===== src/rtl/mem_ctrl_pkg.sv =====
`default_nettype none
// ============================================================================
// Module      : mem_ctrl_pkg
// Description : Shared types and default widths for the RAM access controller.
// Revision    : 1.0 - initial release
// ============================================================================
package mem_ctrl_pkg;

    localparam int MEM_DATA_WIDTH = 32;
    localparam int MEM_ADDR_WIDTH = 9;

    typedef enum logic [1:0] {
        IDLE   = 2'd0,
        SETUP  = 2'd1,
        STROBE = 2'd2,
        DONE   = 2'd3
    } state_t;

    typedef enum logic [0:0] {
        OP_CPU  = 1'b0,
        OP_LOAD = 1'b1
    } op_t;

endpackage
`default_nettype wire


===== src/rtl/mem_access_ctrl.sv =====
`default_nettype none
// ============================================================================
// Module      : mem_access_ctrl
// Description : Sequences CPU and boot-preload accesses onto the strobed RAM.
// Revision    : 1.0 - initial release
// ============================================================================
module mem_access_ctrl
    import mem_ctrl_pkg::*;
#(
    parameter int DATA_WIDTH = MEM_DATA_WIDTH,
    parameter int ADDR_WIDTH = MEM_ADDR_WIDTH
) (
    input  logic                  clock,
    input  logic                  clear,
    input  logic                  req_valid,
    output logic                  req_ready,
    input  logic                  req_read,
    input  logic                  req_write,
    input  logic [ADDR_WIDTH-1:0] req_addr,
    input  logic [DATA_WIDTH-1:0] req_wdata,
    output logic                  done,
    output logic                  err,
    output logic [DATA_WIDTH-1:0] rdata,
    input  logic                  ld_valid,
    output logic                  ld_ready,
    input  logic [ADDR_WIDTH-1:0] ld_addr,
    input  logic [DATA_WIDTH-1:0] ld_data,
    output logic [ADDR_WIDTH:0]   ld_count,
    output logic                  mem_read,
    output logic                  mem_write,
    output logic                  mem_enable,
    output logic [ADDR_WIDTH-1:0] mem_address,
    output logic [DATA_WIDTH-1:0] mem_data_in,
    input  logic [DATA_WIDTH-1:0] mem_data_out,
    output logic                  mem_override,
    output logic [ADDR_WIDTH-1:0] mem_override_address,
    output logic [DATA_WIDTH-1:0] mem_override_data_in
);

    localparam logic [ADDR_WIDTH:0] c_ld_max = {1'b1, {ADDR_WIDTH{1'b0}}};

    state_t                r_state, w_state_next;
    op_t                   r_op, w_op_next;

    logic                  r_done, w_done;
    logic                  r_err, w_err;
    logic [DATA_WIDTH-1:0] r_rdata, w_rdata;
    logic [ADDR_WIDTH:0]   r_ld_count, w_ld_count;
    logic                  r_mem_read, w_mem_read;
    logic                  r_mem_write, w_mem_write;
    logic                  r_mem_enable, w_mem_enable;
    logic [ADDR_WIDTH-1:0] r_mem_address, w_mem_address;
    logic [DATA_WIDTH-1:0] r_mem_data_in, w_mem_data_in;
    logic                  r_mem_override, w_mem_override;
    logic [ADDR_WIDTH-1:0] r_ov_address, w_ov_address;
    logic [DATA_WIDTH-1:0] r_ov_data, w_ov_data;

    logic                  w_req_legal;

    assign w_req_legal = req_read ^ req_write;

    // State and every registered output share one register process.
    always_ff @(posedge clock) begin
        if (clear) begin
            r_state        <= IDLE;
            r_op           <= OP_CPU;
            r_done         <= 1'b0;
            r_err          <= 1'b0;
            r_rdata        <= '0;
            r_ld_count     <= '0;
            r_mem_read     <= 1'b0;
            r_mem_write    <= 1'b0;
            r_mem_enable   <= 1'b0;
            r_mem_address  <= '0;
            r_mem_data_in  <= '0;
            r_mem_override <= 1'b0;
            r_ov_address   <= '0;
            r_ov_data      <= '0;
        end else begin
            r_state        <= w_state_next;
            r_op           <= w_op_next;
            r_done         <= w_done;
            r_err          <= w_err;
            r_rdata        <= w_rdata;
            r_ld_count     <= w_ld_count;
            r_mem_read     <= w_mem_read;
            r_mem_write    <= w_mem_write;
            r_mem_enable   <= w_mem_enable;
            r_mem_address  <= w_mem_address;
            r_mem_data_in  <= w_mem_data_in;
            r_mem_override <= w_mem_override;
            r_ov_address   <= w_ov_address;
            r_ov_data      <= w_ov_data;
        end
    end

    always_comb begin
        w_state_next = r_state;
        w_op_next    = r_op;
        case (r_state)
            IDLE: begin
                if (ld_valid) begin
                    w_state_next = SETUP;
                    w_op_next    = OP_LOAD;
                end else if (req_valid) begin
                    w_op_next    = OP_CPU;
                    // Malformed requests complete immediately without a strobe.
                    w_state_next = w_req_legal ? SETUP : DONE;
                end
            end
            SETUP:   w_state_next = STROBE;
            STROBE:  w_state_next = DONE;
            DONE:    w_state_next = IDLE;
            default: w_state_next = IDLE;
        endcase
    end

    always_comb begin
        w_done         = r_done;
        w_err          = r_err;
        w_rdata        = r_rdata;
        w_ld_count     = r_ld_count;
        w_mem_read     = r_mem_read;
        w_mem_write    = r_mem_write;
        w_mem_enable   = r_mem_enable;
        w_mem_address  = r_mem_address;
        w_mem_data_in  = r_mem_data_in;
        w_mem_override = r_mem_override;
        w_ov_address   = r_ov_address;
        w_ov_data      = r_ov_data;
        case (r_state)
            IDLE: begin
                if (ld_valid) begin
                    w_mem_read     = 1'b0;
                    w_mem_write    = 1'b0;
                    w_mem_override = 1'b1;
                    w_ov_address   = ld_addr;
                    w_ov_data      = ld_data;
                end else if (req_valid) begin
                    if (w_req_legal) begin
                        w_mem_read     = req_read;
                        w_mem_write    = req_write;
                        w_mem_address  = req_addr;
                        w_mem_data_in  = req_read ? '0 : req_wdata;
                        w_mem_override = 1'b0;
                    end else begin
                        w_done = 1'b1;
                        w_err  = 1'b1;
                    end
                end
            end
            SETUP: w_mem_enable = 1'b1;
            STROBE: begin
                w_mem_enable = 1'b0;
                if (r_op == OP_CPU) begin
                    w_done = 1'b1;
                    if (r_mem_read) begin
                        w_rdata = mem_data_out;
                    end
                end else if (r_ld_count != c_ld_max) begin
                    w_ld_count = r_ld_count + (ADDR_WIDTH+1)'(1);
                end
            end
            DONE: begin
                w_done         = 1'b0;
                w_err          = 1'b0;
                w_mem_read     = 1'b0;
                w_mem_write    = 1'b0;
                w_mem_override = 1'b0;
            end
            default: ;
        endcase
    end

    assign req_ready            = (r_state == IDLE);
    assign ld_ready             = (r_state == IDLE);
    assign done                 = r_done;
    assign err                  = r_err;
    assign rdata                = r_rdata;
    assign ld_count             = r_ld_count;
    assign mem_read             = r_mem_read;
    assign mem_write            = r_mem_write;
    assign mem_enable           = r_mem_enable;
    assign mem_address          = r_mem_address;
    assign mem_data_in          = r_mem_data_in;
    assign mem_override         = r_mem_override;
    assign mem_override_address = r_ov_address;
    assign mem_override_data_in = r_ov_data;

endmodule
`default_nettype wire


===== config.mk =====
export PLATFORM = sky130hd
export DESIGN_NAME = mem_access_ctrl
export DESIGN_NICKNAME = d
export VERILOG_FILES = /design/src/rtl/mem_ctrl_pkg.sv /design/src/rtl/mem_access_ctrl.sv
export SDC_FILE = /design/constraint.sdc
export NUM_CORES = 1
export LEC_CHECK = 0
export CELL_PAD_IN_SITES_DETAIL_PLACEMENT = 1
export CELL_PAD_IN_SITES_GLOBAL_PLACEMENT = 2
export CORE_ASPECT_RATIO = 1.2
export CORE_MARGIN = 3
export CORE_UTILIZATION = 22
export CTS_BUF_LIST = sky130_fd_sc_hd__clkbuf_4 sky130_fd_sc_hd__clkbuf_8
export CTS_CLUSTER_SIZE = 12
export DETAILED_ROUTE_END_ITERATION = 10
export PLACE_DENSITY_LB_ADDON = 0.1
export SLEW_MARGIN = 30
export SYNTH_ARGS = -nofsm -noshare
export SYNTH_HDL_FRONTEND = slang
export SYNTH_SLANG_ARGS = --single-unit
export TNS_END_PERCENT = 10

===== constraint.sdc =====
create_clock -name clock -period 2.5 [get_ports clock]
set_clock_uncertainty 0.05 [all_clocks]
set_input_delay 0.5 -clock clock [delete_from_list [all_inputs] [get_ports clock]]
set_output_delay 0.5 -clock clock [all_outputs]
set_load 0.01 [all_outputs]

=== Word-level counts from Yosys, hierarchy flattened ===
Index checks and enable logic that the tools add are counted.

* Register bits after elaboration: 133
* Logic and storage cells: 67

* Mux-type cells: 26
* $add $sub $neg: 1
* Equality and inequality tests: 10
* Bitwise logic cells: 3
* Reductions and logical operators: 13

{| class="wikitable"
|+ Operators with widths
! kind !! number
|-
| two-way mux 32 bit || 1
|-
| two-way mux 1 bit || 15
|-
| adder 10 x 1 -> 10 bit (second input constant) || 1
|-
| inequality test 10 bit (second input constant) || 1
|-
| case mux 1 bit (2 select lines) || 5
|-
| AND reduction 3 bit || 3
|-
| inequality test 2 bit (second input constant) || 4
|-
| case mux 2 bit (4 select lines) || 1
|-
| AND reduction 4 bit || 2
|-
| two-way mux 2 bit || 3
|-
| nonzero test 2 bit || 3
|-
| AND reduction 5 bit || 1
|-
| == test 2 bit (second input constant) || 2
|-
| AND reduction 2 bit || 2
|-
| inequality test 3 x 2 -> 1 bit (second input constant) || 1
|-
| inequality test 3 bit (second input constant) || 1
|-
| case mux 1 bit (3 select lines) || 1
|-
| nonzero test 3 bit || 1
|-
| == test 2 x 1 -> 1 bit (second input constant) || 1
|-
| zero test 2 bit || 1
|-
| NOT 1 bit || 2
|-
| XOR 1 bit || 1
|}

=== Depth between registers and ports, before layout ===
* Depth after elaboration: 5
* Mapped depth: 8
* Gate-level depth less buffers: 6

=== Worst setup path before layout ===
Ideal clock, no wire load.

* Path kind: reg2reg
* From: register r_state[0]
* To: register r_done, in the netlist done
* Arrival time: 1.691 ns
* Required time: 2.327 ns
* Setup slack: 0.636 ns
* Cell stages (with the launch flop): 8
* Library setup time: 0.123 ns
* Path through: dfxtp_1 > inv_1 > ha_1 > clkbuf_1 > and2_1 > clkbuf_1 > a2111oi_2 > mux2_1

* Longest elaborated chain between the ends: 3

{| class="wikitable"
|+ RTL lines
! item !! line !! source
|-
| start, declared || mem_access_ctrl.sv:42 || <nowiki>state_t r_state, w_state_next;</nowiki>
|-
| start signal, assigned || mem_access_ctrl.sv:80 || <nowiki>r_state <= w_state_next;</nowiki>
|-
| == test 2 bit or zero test 2 bit (tied branches) || mem_access_ctrl.sv:131 || <nowiki>case (r_state)</nowiki>
|-
| inequality test 2 bit (no line) or nonzero test 3 bit (tied branches) || -- ||
|-
| AND reduction 5 bit (no line) || -- ||
|-
| end signal, assigned || mem_access_ctrl.sv:82 || <nowiki>r_done <= w_done;</nowiki>
|-
| end, declared || mem_access_ctrl.sv:45 || <nowiki>logic r_done, w_done;</nowiki>
|}

Parallel ways exist; a longest one is shown, timed or not.
A chain may end at the register's enable or synchronous reset.

=== Worst setup path after layout ===
* From: register r_state[1]
* To: output port req_ready

* Longest elaborated chain between the ends: 1

{| class="wikitable"
|+ RTL lines
! item !! line !! source
|-
| zero test 2 bit || mem_access_ctrl.sv:175 || <nowiki>assign req_ready = (r_state == IDLE);</nowiki>
|-
| end, declared || mem_access_ctrl.sv:16 || <nowiki>output logic req_ready,</nowiki>
|}

No other way between the ends.

==> reports/results.ini <==
[sta]
fin_crit_sh = 0.921
fin_setup_tns_ps = 0
worst_pin_slew_ps = 880
setup_viol = 0
final.min_clock_period_ps = 2300
drv_slew = 0
relSlewSlack = 0.413
hold_violations = 0
max_freq_mhz = 434
rsz0062_at_grt = false

[logic_synthesis]
ys_warn_count = 0
ys_seq_area_frac = 0.522
yosysTopAreaCell = dfxtp_1
synth-edff-count = 0
synth_top_area_share = 0.522
synth_area_leaders = dfxtp_1, nand2_1, a21oi_1, nand3b_1, clkbuf_1
synth.avg_cell_area_sq_um = 8.17
synth_ff_type = dfxtp_1
syn-num-nets = 752
ys_types = 41
synthArstFlopShare = 0
ys_ff_latch = 133
syn_area_sq_mm = 0.00510
syn-instance-count = 625

[global_routing]
grt_max_degree = 79
grt-ovfl-total = 0
grt_pass1_vias = 5522
antenna_found_initial = 0
grtUsageTotal = 0.146
grt_pass1_wl_um = 29900

[route]
drc = 0
wirelength_um = 18700
routed_via_density = 4.33
routedWlPerCell_um = 15.8
drt_first_pass_iters = 4
drtIter0Drc = 101
dr_total_vias = 5119
ant_nets = 0

[cts]
post_cts_buffers = 0
cts.sinks = 133
clk-insertion-delay-late_ps = 440
cts_buffers = 17
htree_levels = 4
cts_tree = yes
clock_path_buffers = 2
cts_root_buffer = clkbuf_8
clk_pin_slew_ps = 70
cts_hold_buf = 0

[floorplanning]
io_pins = 252
chipWidth_um = 145
initial_core_util = 0.226
die_y_um = 173
core_area_sq_mm = 0.0226
dieArea_sq_mm = 0.0251
core.rowCount = 60

[finish]
layout_common_cells = clkdlybuf4s50_1, nand2_1, dfxtp_1, a21oi_1, nand3b_1
finalNetCount = 987
drive_above_1_share = 0.0562
antennaDiodeCount = 0
area_growth_pct = 63.0
layout_commonest_cell = clkdlybuf4s50_1
fin_util = 0.368
nFillCells = 2662
instances_no_fill = 1182

[critical_path]
max_stage_delay_ps = 570
reg2reg_setup_slack_ps = 610
path_cells = inv_1, ha_2, clkdlybuf4s50_1
end_kind = primary output
reg2reg_depth = 5
start_kind = flop
cp_num_cells = 3
startpoint = r_state[1]$_SDFFE_PP0P_
r2r-end = done$_SDFFE_PP0P_
r2r-start = r_state[0]$_SDFFE_PP0P_
cp_max_fo = 6
slowest_stage = clkdlybuf4s50_1
cp.required_ps = 1950
cp_num_buf_inv = 2
endpoint = req_ready
cp.arrival_ps = 1750
path_class = flop to primary output
crit_family = buffers and inverters

[placement]
dp_cells = 1151
hpwl_um = 13300
port_buffers = 251
place_congestion = 0.796

[hold_path]
hp-class = flop to flop

[power_and_ir_drop]
irDropWorstVdd_uv = 328
total_power_mw = 5.18
leakagePower_nw = 2.86
powerDensity_mw_per_mm2 = 623

[flow_run]
cap_violations = 0

[status]
outcome = complete, no violations

## synth_stat cells (2+ instances only)
cell type	count
nor2_1	16
a21oi_1	120
buf_1	3
nand2_1	208
dfxtp_1	133
o21ai_0	6
ha_1	7
and2_1	3
nand3_1	4
clkbuf_1	32
mux2i_1	2
nor3_1	3
nor2b_1	4
nand4_1	4
inv_1	7
buf_2	5
nand3b_1	34
xor2_1	4
a211oi_1	2
xnor2_1	2
and3_1	2
buf_6	5
## power breakdown
| group | total (mW) | switching (mW) | internal (mW) |
|---|---|---|---|
| clock network | 1.85 | 0.883 | 0.965 |
| logic | 1.02 | 0.489 | 0.536 |
| registers | 2.31 | 0.0698 | 2.24 |
## per-stage QoR
step	hold slack (ps)	setup WS (ps)	area, sq um
detailed placement	398	147	7920
CTS	408	34.4	8320
finish	404	197	8320
global placement	387	205	7920
floorplan	426	636	5100
global route	423	93.2	8320
## metal layers
metal / GRT usage / part of all wire
met2: 0.251 / 0.49
met3: 0.0687 / 0.088
met1: 0.164 / 0.41
met4: 0.0380 / 0.011
met5: 0 / 0
## flip-flops by register name, indices dropped and copies added, names as in the netlist
signal and count:
r_state 2, mem_read 1, mem_override 1, done 1, r_op 1, ld_count 10
rdata 32, mem_write 1, err 1, mem_override_data_in 32, mem_enable 1, mem_override_address 9
mem_data_in 32, mem_address 9
## worst reg2reg max path, stage by stage, from the launching register on
cell and delay (ps):
dfxtp_1 390, inv_1 100, ha_1 280, and2_1 250, a2111oi_2 360, mux2_1 350
## worst min-delay path by stage
stage | from | end | slack [ps] | depth (start not counted)
2_1_floorplan | mem_data_in[0]$_SDFFE_PP0P_ | mem_data_in[0]$_SDFFE_PP0P_ | 430 | 2
3_3_place_gp | mem_data_in[30]$_SDFFE_PP0P_ | mem_data_in[30]$_SDFFE_PP0P_ | 390 | 2
3_5_place_dp | mem_address[8]$_SDFFE_PP0P_ | mem_address[8]$_SDFFE_PP0P_ | 400 | 2
4_1_cts | mem_data_in[0]$_SDFFE_PP0P_ | mem_data_in[0]$_SDFFE_PP0P_ | 410 | 2
5_1_grt | rdata[26]$_SDFFE_PP0P_ | rdata[26]$_SDFFE_PP0P_ | 420 | 2
6_report | mem_override_data_in[0]$_SDFFE_PP0P_ | mem_override_data_in[0]$_SDFFE_PP0P_ | 400 | 2
## cells by family after synthesis
kind of cell | Yosys count | share of synthesized area
and+or+nand+nor | 287 | 0.254
AOI/OAI and AO/OA | 133 | 0.136
DFF | 133 | 0.522
buffers and inverters | 54 | 0.0493
xor gates and xnor gates | 7 | 0.0135
adders and majority gates | 7 | 0.0172
muxes | 4 | 0.00833
## cell type report
type	count	area [sq um]	area share
Multi-Input combinational cell	438	2190	0.264
Clock inverter	11	125	0.0150
Sequential cell	133	2660	0.320
Tap cell	310	388	0.0466
Clock buffer	20	275	0.0331
Inverter	7	26.3	0.00316
Timing Repair Buffer	263	2650	0.318
## timing repair
item,CTS,global route
gates resized for setup,0,1
endpoints found under the hold margin,0,0
endpoints found under the setup margin,0,2
No activity file was read; power rests on OpenSTA's default activity.
